**src/rtl/moore_rr_scheduler.sv**
```systemverilog
// moore_rr_scheduler
//   Shares one 2-bit T-flip-flop Moore engine (state {A,B}) among NREQ
//   requesters. A round-robin winner's LEN-bit word is captured and fed
//   to the engine serially, LSB first, one bit per clock. When the last
//   bit has been applied, the final {A,B} and the owner's id are
//   reported with a one-cycle done pulse.
//
// Ports
//   clk_i       rising-edge clock
//   res_i       synchronous active-high reset
//   req_i       level request per requester, held until granted
//   word_i      requester i drives word_i[i*LEN +: LEN]
//   gnt_o       one-hot, one-cycle grant pulse
//   busy_o      high while a job occupies the engine (RUN or DONE)
//   done_o      one-cycle pulse when a job finishes
//   done_id_o   id of the finished job, held until the next done
//   final_ab_o  engine state {A,B} after the last bit, held until next done
module moore_rr_scheduler #(
  parameter  int NREQ = 4,
  parameter  int LEN  = 8,
  localparam int IW   = (NREQ > 1) ? $clog2(NREQ) : 1,
  localparam int CW   = $clog2(LEN + 1)
) (
  input  logic                 clk_i,
  input  logic                 res_i,
  input  logic [NREQ-1:0]      req_i,
  input  logic [NREQ*LEN-1:0]  word_i,
  output logic [NREQ-1:0]      gnt_o,
  output logic                 busy_o,
  output logic                 done_o,
  output logic [IW-1:0]        done_id_o,
  output logic [1:0]           final_ab_o
);

  typedef enum logic [1:0] {IDLE, RUN, DONE} state_t;

  state_t          state_q;
  logic [IW-1:0]   ptr_q;
  logic [IW-1:0]   id_q;
  logic [1:0]      ab_q;
  logic [CW-1:0]   cnt_q;
  logic [LEN-1:0]  shreg_q;
  logic [NREQ-1:0] gnt_q;
  logic            busy_q;
  logic            done_q;
  logic [IW-1:0]   done_id_q;
  logic [1:0]      final_ab_q;

  // Round-robin search starting at ptr_q. Scanning offsets from the far
  // end down lets the nearest requester overwrite farther ones, so the
  // last assignment is the winner without needing a loop break.
  logic          win_vld;
  logic [IW-1:0] win_id;
  always_comb begin
    win_vld = 1'b0;
    win_id  = '0;
    for (int off = NREQ - 1; off >= 0; off--) begin
      if (req_i[(int'(ptr_q) + off) % NREQ]) begin
        win_vld = 1'b1;
        win_id  = IW'((int'(ptr_q) + off) % NREQ);
      end
    end
  end

  logic [IW-1:0] ptr_d;
  assign ptr_d = (win_id == IW'(NREQ - 1)) ? '0 : win_id + 1'b1;

  // Engine next state from the T-flip-flop equations.
  logic x, ta, tb;
  logic [1:0] ab_d;
  always_comb begin
    x    = shreg_q[0];
    ta   = ~x & ab_q[0];
    tb   = (~x & ~ab_q[0]) | (~x & ab_q[1]) | (x & ~ab_q[1] & ab_q[0]);
    ab_d = {ab_q[1] ^ ta, ab_q[0] ^ tb};
  end

  logic [CW-1:0] cnt_d;
  assign cnt_d = cnt_q + 1'b1;

  always_ff @(posedge clk_i) begin
    if (res_i) begin
      state_q    <= IDLE;
      ptr_q      <= '0;
      id_q       <= '0;
      ab_q       <= 2'b00;
      cnt_q      <= '0;
      shreg_q    <= '0;
      gnt_q      <= '0;
      busy_q     <= 1'b0;
      done_q     <= 1'b0;
      done_id_q  <= '0;
      final_ab_q <= 2'b00;
    end else begin
      gnt_q  <= '0;
      done_q <= 1'b0;
      case (state_q)
        // DONE grants exactly like IDLE so back-to-back jobs lose no cycle
        // beyond the done cycle itself.
        IDLE, DONE: begin
          if (win_vld) begin
            state_q        <= RUN;
            id_q           <= win_id;
            shreg_q        <= word_i[win_id*LEN +: LEN];
            ab_q           <= 2'b00;
            cnt_q          <= '0;
            gnt_q[win_id]  <= 1'b1;
            ptr_q          <= ptr_d;
            busy_q         <= 1'b1;
          end else begin
            state_q <= IDLE;
            busy_q  <= 1'b0;
          end
        end
        RUN: begin
          ab_q    <= ab_d;
          shreg_q <= shreg_q >> 1;
          cnt_q   <= cnt_d;
          if (cnt_d == CW'(LEN)) begin
            final_ab_q <= ab_d;
            done_id_q  <= id_q;
            done_q     <= 1'b1;
            state_q    <= DONE;
          end
        end
        default: state_q <= IDLE;
      endcase
    end
  end

  assign gnt_o      = gnt_q;
  assign busy_o     = busy_q;
  assign done_o     = done_q;
  assign done_id_o  = done_id_q;
  assign final_ab_o = final_ab_q;

endmodule

```
**config.mk**
```make
export PLATFORM = sky130hd
export DESIGN_NAME = moore_rr_scheduler
export DESIGN_NICKNAME = d
export VERILOG_FILES = /design/src/rtl/moore_rr_scheduler.sv
export SDC_FILE = /design/constraint.sdc
export NUM_CORES = 1
export LEC_CHECK = 0
export ABC_AREA = 1
export CAP_MARGIN = 20
export CORE_MARGIN = 5
export CORE_UTILIZATION = 52
export DETAILED_ROUTE_END_ITERATION = 16
export HOLD_SLACK_MARGIN = 0.08
export PLACE_DENSITY = 0.91
export SYNTH_ARGS = -nofsm -noshare
export SYNTH_HDL_FRONTEND = slang
export SYNTH_SLANG_ARGS = --single-unit
```
**constraint.sdc**
```tcl
create_clock -name clk_i -period 4.45 [get_ports clk_i]
set_input_delay 0.445 -clock clk_i [delete_from_list [all_inputs] [get_ports clk_i]]
set_output_delay 0.445 -clock clk_i [all_outputs]
set_load 0.01 [all_outputs]
```
==> results of run 1 <==
[Yosys cell counts]
cell type / count
nand2_1: 69
a21oi_1: 12
and3_1: 1
clkinv_1: 1
dfxtp_1: 30
a21oi_2: 1
nand3_4: 1
ha_1: 5
a21o_1: 1
buf_4: 1
a21boi_0: 1
nand2_8: 1
o22ai_1: 6
nor2_4: 1
nand2_4: 3
buf_6: 3
buf_12: 1
o21ai_0: 8
nor2_2: 2
clkinv_2: 1
nand3_1: 42
o21ai_1: 1
or2_2: 1
nor2_1: 16
xor2_1: 1
inv_2: 2
clkbuf_1: 2
inv_6: 1
o21bai_1: 1
o21ai_2: 1
inv_1: 28
nand2_2: 16
[logic make-up after synthesis]
group | Yosys count
DFF | 30
and+or+nand+nor | 153
buffers and inverters | 40
xor gates and xnor gates | 1
adders and majority gates | 5
AOI/OAI and AO/OA | 32
[area by class of cell]
cell class / instances / area [um^2]
fill: 281 / 1010
multi-input combinational: 191 / 991
sequential: 30 / 601
timing repair buffer: 47 / 470
inverter: 33 / 130
tap: 46 / 57.6
clock buffer: 6 / 51.3
clock inverter: 1 / 30.0
[power by group through the flow]
stage	combinational [W]	sequential (W)	clock, W
finish	0.000770	0.000373	0.000226
global placement	0.000734	0.000375	0
floorplan	0.000652	0.000371	0
global route	0.000862	0.000381	0.000241
detailed placement	0.000761	0.000378	0
CTS	0.000768	0.000372	0.000230
[routing by layer]
metal	GRT usage, %	routed length (um)
met3	4.21	256
met1	19.7	1590
met2	36.9	2280
met4	9.18	73
met5	0	0
[worst reg2reg max path, stage by stage, from the launching register on]
cell and delay, ns:
dfxtp_1 0.56, nand2_1 0.10, nand2_1 0.11, nand2_1 0.07, o21bai_1 0.16, a21oi_2 0.50
clkinv_1 0.42, ha_1 0.30, inv_1 0.06, nor2_1 0.04
[flip-flops by register name (all words and copies together), names as in the netlist]
| signal | flops |
|---|---|
| busy_o | 1 |
| final_ab_o | 2 |
| id_q | 2 |
| cnt_q | 4 |
| ab_q | 2 |
| gnt_o | 4 |
| done_o | 1 |
| ptr_q | 2 |
| state_q | 2 |
| shreg_q | 8 |
| done_id_o | 2 |
[worst min path at each step]
| stage | endpoint | slack (ns) |
|---|---|---|
| after floorplan | busy_o | 0.45 |
| after global placement | busy_o | 0.45 |
| after detailed placement | final_ab_o[0] | 0.45 |
| after CTS | final_ab_o[0] | 0.47 |
| after global routing | final_ab_o[0] | 0.49 |
| final | final_ab_o[0] | 0.46 |
[through the flow]
stage	area, um^2	hold slack (ns)	total power [W]	instances
2_1_floorplan	1790	0.448	0.00102	261
3_5_place_dp	2250	0.454	0.00114	347
4_1_cts	2330	0.468	0.00137	354
5_1_grt	2330	0.485	0.00148	354
6_report	2330	0.464	0.00137	354
3_3_place_gp	2250	0.451	0.00111	347
==> results_dict.tcl, run 1 <==
set metrics [dict create \
    clock_power_share_pct 16.5 \
    grt_pass1_wl_mm 6.95 \
    cpLargestDelayFamily "compound AO/OA/AOI/OAI gates" \
    clock.fmax_mhz 411 \
    numClockSinks 30 \
    combPwrFrac_pct 56.2 \
    rsz0062_at_grt "no" \
    synth-xor-area-share_pct 0.489 \
    cts-root-buf "clkbuf_4" \
    synthMuxAreaShare_pct 0 \
    first_pass_iters 5 \
    syn-num-nets 304 \
    crit_path_start "ptr_q[0]" \
    synth_seq_cells 30 \
    finalClockSkew_ns 0.00959 \
    hold_path.class "register to register" \
    hpwl_mm 3.16 \
    reg2regPathDepth 9 \
    die-area_mm2 0.00472 \
    critPathBufInv 2 \
    p_per_area_mw_per_mm2 587 \
    syn2layout_area_growth_pct 30.2 \
    n_antenna_cell 0 \
    cp_max_fo 12 \
    drv_slew 0 \
    numCtsBuffers 5 \
    setup-violations-final 0 \
    path_clk_slew_ns 0.09 \
    synth_top_family_by_area "simple AND/OR/NAND/NOR gates" \
    grt_use_total_pct 19.4 \
    critPathSlowestCell "dfxtp_1" \
    maxCapViolations 0 \
    die_h_um 68.7 \
    drc 0 \
    io_pins 48 \
    critPathArrivalTime_ns 2.66 \
    vias 1834 \
    pre_cts_ws_ns 1.74 \
    antenna_found_initial 0 \
    worstHoldPathCells 2 \
    yosysTopAreaCellShare_pct 33.5 \
    fin_crit_sh_pct 54.6 \
    clock_latency_ns 0.34 \
    path_cells "nand2_1 > nand2_1 > nand2_1 > o21bai_1 > a21oi_2 > clkinv_1 > ha_1 > inv_1 > nor2_1" \
    swShare_pct 45.6 \
    crit_cells 9 \
    ant_nets 0 \
    final_common_cell "nand2_1" \
    power_switching_w 0.000625 \
    crit_type "register to register" \
    synth_compound_area_share_pct 10.2 \
    final_hold_viol_count 0 \
    first_global_vias 1704 \
    cp-end-kind "register" \
    postSynthAreaPerCell_um2 6.86 \
    nNetsFinal 351 \
    maxSlewHeadroom_pct 60.4 \
    worstHoldStart "final_ab_o[0]" \
    final_util_pct 69.9 \
    cts_hold_buf 0 \
    netlist_area_mm2 0.00179 \
    yosys.area_share.simple_pct 41.2 \
    intPower_w 0.000744 \
    num_rows 21 \
    syn_inst 261 \
    seq_area_frac_synth_pct 33.5 \
    die_width_um 68.7 \
    worst_pin_slew_ns 0.594 \
    status "completed" \
    synth-adder-area-share_pct 3.49 \
    avgViaCountPerCell 5.18 \
    tns_ns 0 \
    synth_area_leaders "dfxtp_1 34%, nand2_1 14%, nand3_1 12%" \
    post-cts-setup-buffers 0 \
    drtIter0Drc 79 \
    routed_wl_mm 4.20 \
    r2r_end "gnt_o[0]" \
    cts_tree "done" \
    crit_top_cell "nand2_1" \
    ys.warnings.count 0 \
    most-common-layout-cells "69 x nand2_1, 47 x clkdlybuf4s50_1, 42 x nand3_1, 30 x dfxtp_1, 28 x inv_1" \
    drive_above_1_share_pct 12.3 \
    setup.worst_path.end "gnt_o[0]" \
    globalplace.congestion 0.797 \
    htree_levels 2 \
    critPathMaxStageDelay_ns 0.56 \
    start_kind "register" \
    ir_drop_mv 0.432 \
    crit_required_ns 4.68 \
    setup_ws_ns 2.02 \
    leakagePower_nw 1.06 \
    r2r_setup_slack_ns 2.02 \
    start_util_pct 53.7 \
    synth_cell_types 32 \
    portBuffers 47 \
    seq_power_share_pct 27.2 \
    overflow 0 \
    cts_buffer_depth 2 \
    core_area_mm2 0.00334 \
    period_minus_slack_ns 2.43 \
    wl_per_cell_um 11.9 \
    grt_max_degree 21 \
    ctsResizeCount 0 \
    crit-reg2reg-launch "ptr_q[0]" \
    synth_top_cell_by_area "dfxtp_1" \
]
(Power assumes the default switching activity.)
==> inputs of run 2 (changes only) <==
--- a/config.mk
+++ b/config.mk
@@ -8,10 +8,10 @@
 export ABC_AREA = 1
 export CAP_MARGIN = 20
 export CORE_MARGIN = 5
-export CORE_UTILIZATION = 52
+export CORE_UTILIZATION = 48
 export DETAILED_ROUTE_END_ITERATION = 16
 export HOLD_SLACK_MARGIN = 0.08
-export PLACE_DENSITY = 0.91
+export PLACE_DENSITY = 0.85
 export SYNTH_ARGS = -nofsm -noshare
 export SYNTH_HDL_FRONTEND = slang
 export SYNTH_SLANG_ARGS = --single-unit
==> constraint.sdc (replaced) <==
create_clock -name clk_i -period 2.25 [get_ports clk_i]
set_input_delay 0.225 -clock clk_i [delete_from_list [all_inputs] [get_ports clk_i]]
set_output_delay 0.225 -clock clk_i [all_outputs]
set_load 0.01 [all_outputs]
==> run 2 against run 1 <==
- largest cell class unchanged
- global-route usage fell by 2.4 points
- wire length fell by 3.1%
- highest routed layer unchanged
- via count fell by 2.5%
==> results_dict.tcl, run 2 (synthesized netlist as in run 1, its figures left out) <==
set metrics [dict create \
    crit-reg2reg-launch "ptr_q[0]" \
    cp_max_fo 20 \
    io_pins 48 \
    ant_nets 0 \
    hold-worst-slack_ns 0.469 \
    drtIter0Drc 68 \
    clock.fmax_mhz 509 \
    critPathBufInv 2 \
    drv_slew 0 \
    r2r_end "ptr_q[1]" \
    avgViaCountPerCell 4.94 \
    fin_area_mm2 0.00239 \
    largest_reg_flops 8 \
    num_rows 22 \
    clock_latency_ns 0.28 \
    setup.worst_path.end "ptr_q[1]" \
    crit_type "register to register" \
    start_kind "register" \
    core_area_mm2 0.00363 \
    first_global_vias 1726 \
    hold_path.class "register to register" \
    die_h_um 71.1 \
    maxCapViolations 0 \
    grt_use_total_pct 16.9 \
    setup-violations-final 0 \
    path_cells "inv_6 > nand2_1 > nand2_1 > nand2_2 > nand2_4 > o21ai_2 > nand2_4 > nand2_8 > inv_1 > ha_1 > o21ai_0 > a21oi_1" \
    final_common_cell "nand2_1" \
    cts_buffer_depth 2 \
    finalClockSkew_ns 0.00722 \
    post-cts-setup-buffers 0 \
    drive_above_1_share_pct 14.3 \
    final_hold_viol_count 0 \
    routed_wl_mm 4.06 \
    hpwl_mm 3.14 \
    p_per_area_mw_per_mm2 1150 \
    most-common-layout-cells "69 x nand2_1, 47 x clkdlybuf4s50_1, 42 x nand3_1, 29 x dfxtp_1, 28 x inv_1" \
    fillers 334 \
    critPathMaxStageDelay_ns 0.44 \
    nNetsFinal 356 \
    crit_cells 12 \
    tns_ns 0 \
    cp-end-kind "register" \
    cpLargestDelayFamily "simple AND/OR/NAND/NOR gates" \
    critPathSlowestCell "dfxtp_2" \
    status "completed" \
    p_total_w 0.00275 \
    grt_pass1_wl_mm 6.94 \
    worstHoldStart "final_ab_o[0]" \
    top_register "shreg_q" \
    worst_pin_slew_ns 0.383 \
    globalplace.congestion 0.833 \
    rsz0062_at_grt "no" \
    path_clk_slew_ns 0.07 \
    numCtsBuffers 5 \
    antenna_found_initial 0 \
    start_util_pct 49.3 \
    cts_hold_buf 0 \
    fin_crit_sh_pct 87.2 \
    leakagePower_nw 1.08 \
    portBuffers 47 \
    die_width_um 71.1 \
    r2r_setup_slack_ns 0.29 \
    ctsResizeCount 0 \
    critPathArrivalTime_ns 2.13 \
    crit_required_ns 2.41 \
    htree_levels 2 \
    period_minus_slack_ns 1.96 \
    wl_per_cell_um 11.2 \
    vias 1788 \
    numClockSinks 30 \
    placed_area_mm2 0.00229 \
    syn2layout_area_growth_pct 33.3 \
    drc 0 \
    crit_path_start "ptr_q[0]" \
    maxSlewHeadroom_pct 74.4 \
    cts_tree "done" \
    cts-root-buf "clkbuf_8" \
    grt_max_degree 21 \
    overflow 0 \
    n_antenna_cell 0 \
    die-area_mm2 0.00505 \
    ir_drop_mv 0.509 \
    reg2regPathDepth 12 \
    first_pass_iters 4 \
]
## run 2: cell types whose count changed in the layout (fill, tap and decap cells not counted)
cell / change
buf_4: +5
dfxtp_2: +1
clkbuf_8: +5
bufinv_16: -1
clkinvlp_4: +1
clkinv_2: +1
dfxtp_1: -1
clkbuf_4: -5
## run 2: worst min-delay path, stage by stage (launching register included)
cell	delay, ns
dfxtp_1	0.31
nand2_1	0.06
a21oi_1	0.05
## run 2: cell type report
type                       count  area, um^2  share of cell area [%]
multi-input combinational    191         991                    41.5
sequential                    30         602                    25.2
timing repair buffer          52         508                    21.3
inverter                      33         130                    5.45
clock buffer                   6        82.6                    3.46
tap                           48        60.1                    2.52
clock inverter                 2        12.5                   0.524
## run 2: how the worst min path moves through the flow
stage	end	slack (ns)	depth (start not counted)
3_5_place_dp	final_ab_o[0]	0.46	2
2_1_floorplan	ptr_q[0]	0.29	1
6_report	final_ab_o[0]	0.47	2
3_3_place_gp	busy_o	0.45	2
5_1_grt	final_ab_o[1]	0.49	2
4_1_cts	final_ab_o[0]	0.47	2
## run 2: through the flow
| stage | util, % | setup slack, ns | cells |
|---|---|---|---|
| 2_1_floorplan | - | 0.504 | 261 |
| 3_3_place_gp | 63.0 | 0.179 | 354 |
| 3_5_place_dp | 63.0 | 0.110 | 354 |
| 4_1_cts | 65.6 | 0.164 | 362 |
| 5_1_grt | 65.7 | 0.129 | 362 |
| 6_report | 65.7 | 0.287 | 362 |
## run 2: metal layers
metal | global-route usage [%] | vias to the layer above | wire, um
met5 | 0 | - | 0
met4 | 7.72 | 0 | 91
met3 | 4.12 | 10 | 195
met2 | 31.8 | 39 | 2120
met1 | 17.5 | 805 | 1660
li1 | - | 934 | -
## run 2: report_power, final
group	switching [W]	total, W	leakage, nW	internal, W
clock	0.000199	0.000444	0.0472	0.000245
sequential	0.0000690	0.000732	0.246	0.000663
combinational	0.000966	0.00157	0.790	0.000603
total	0.00123	0.00275	1.08	0.00151
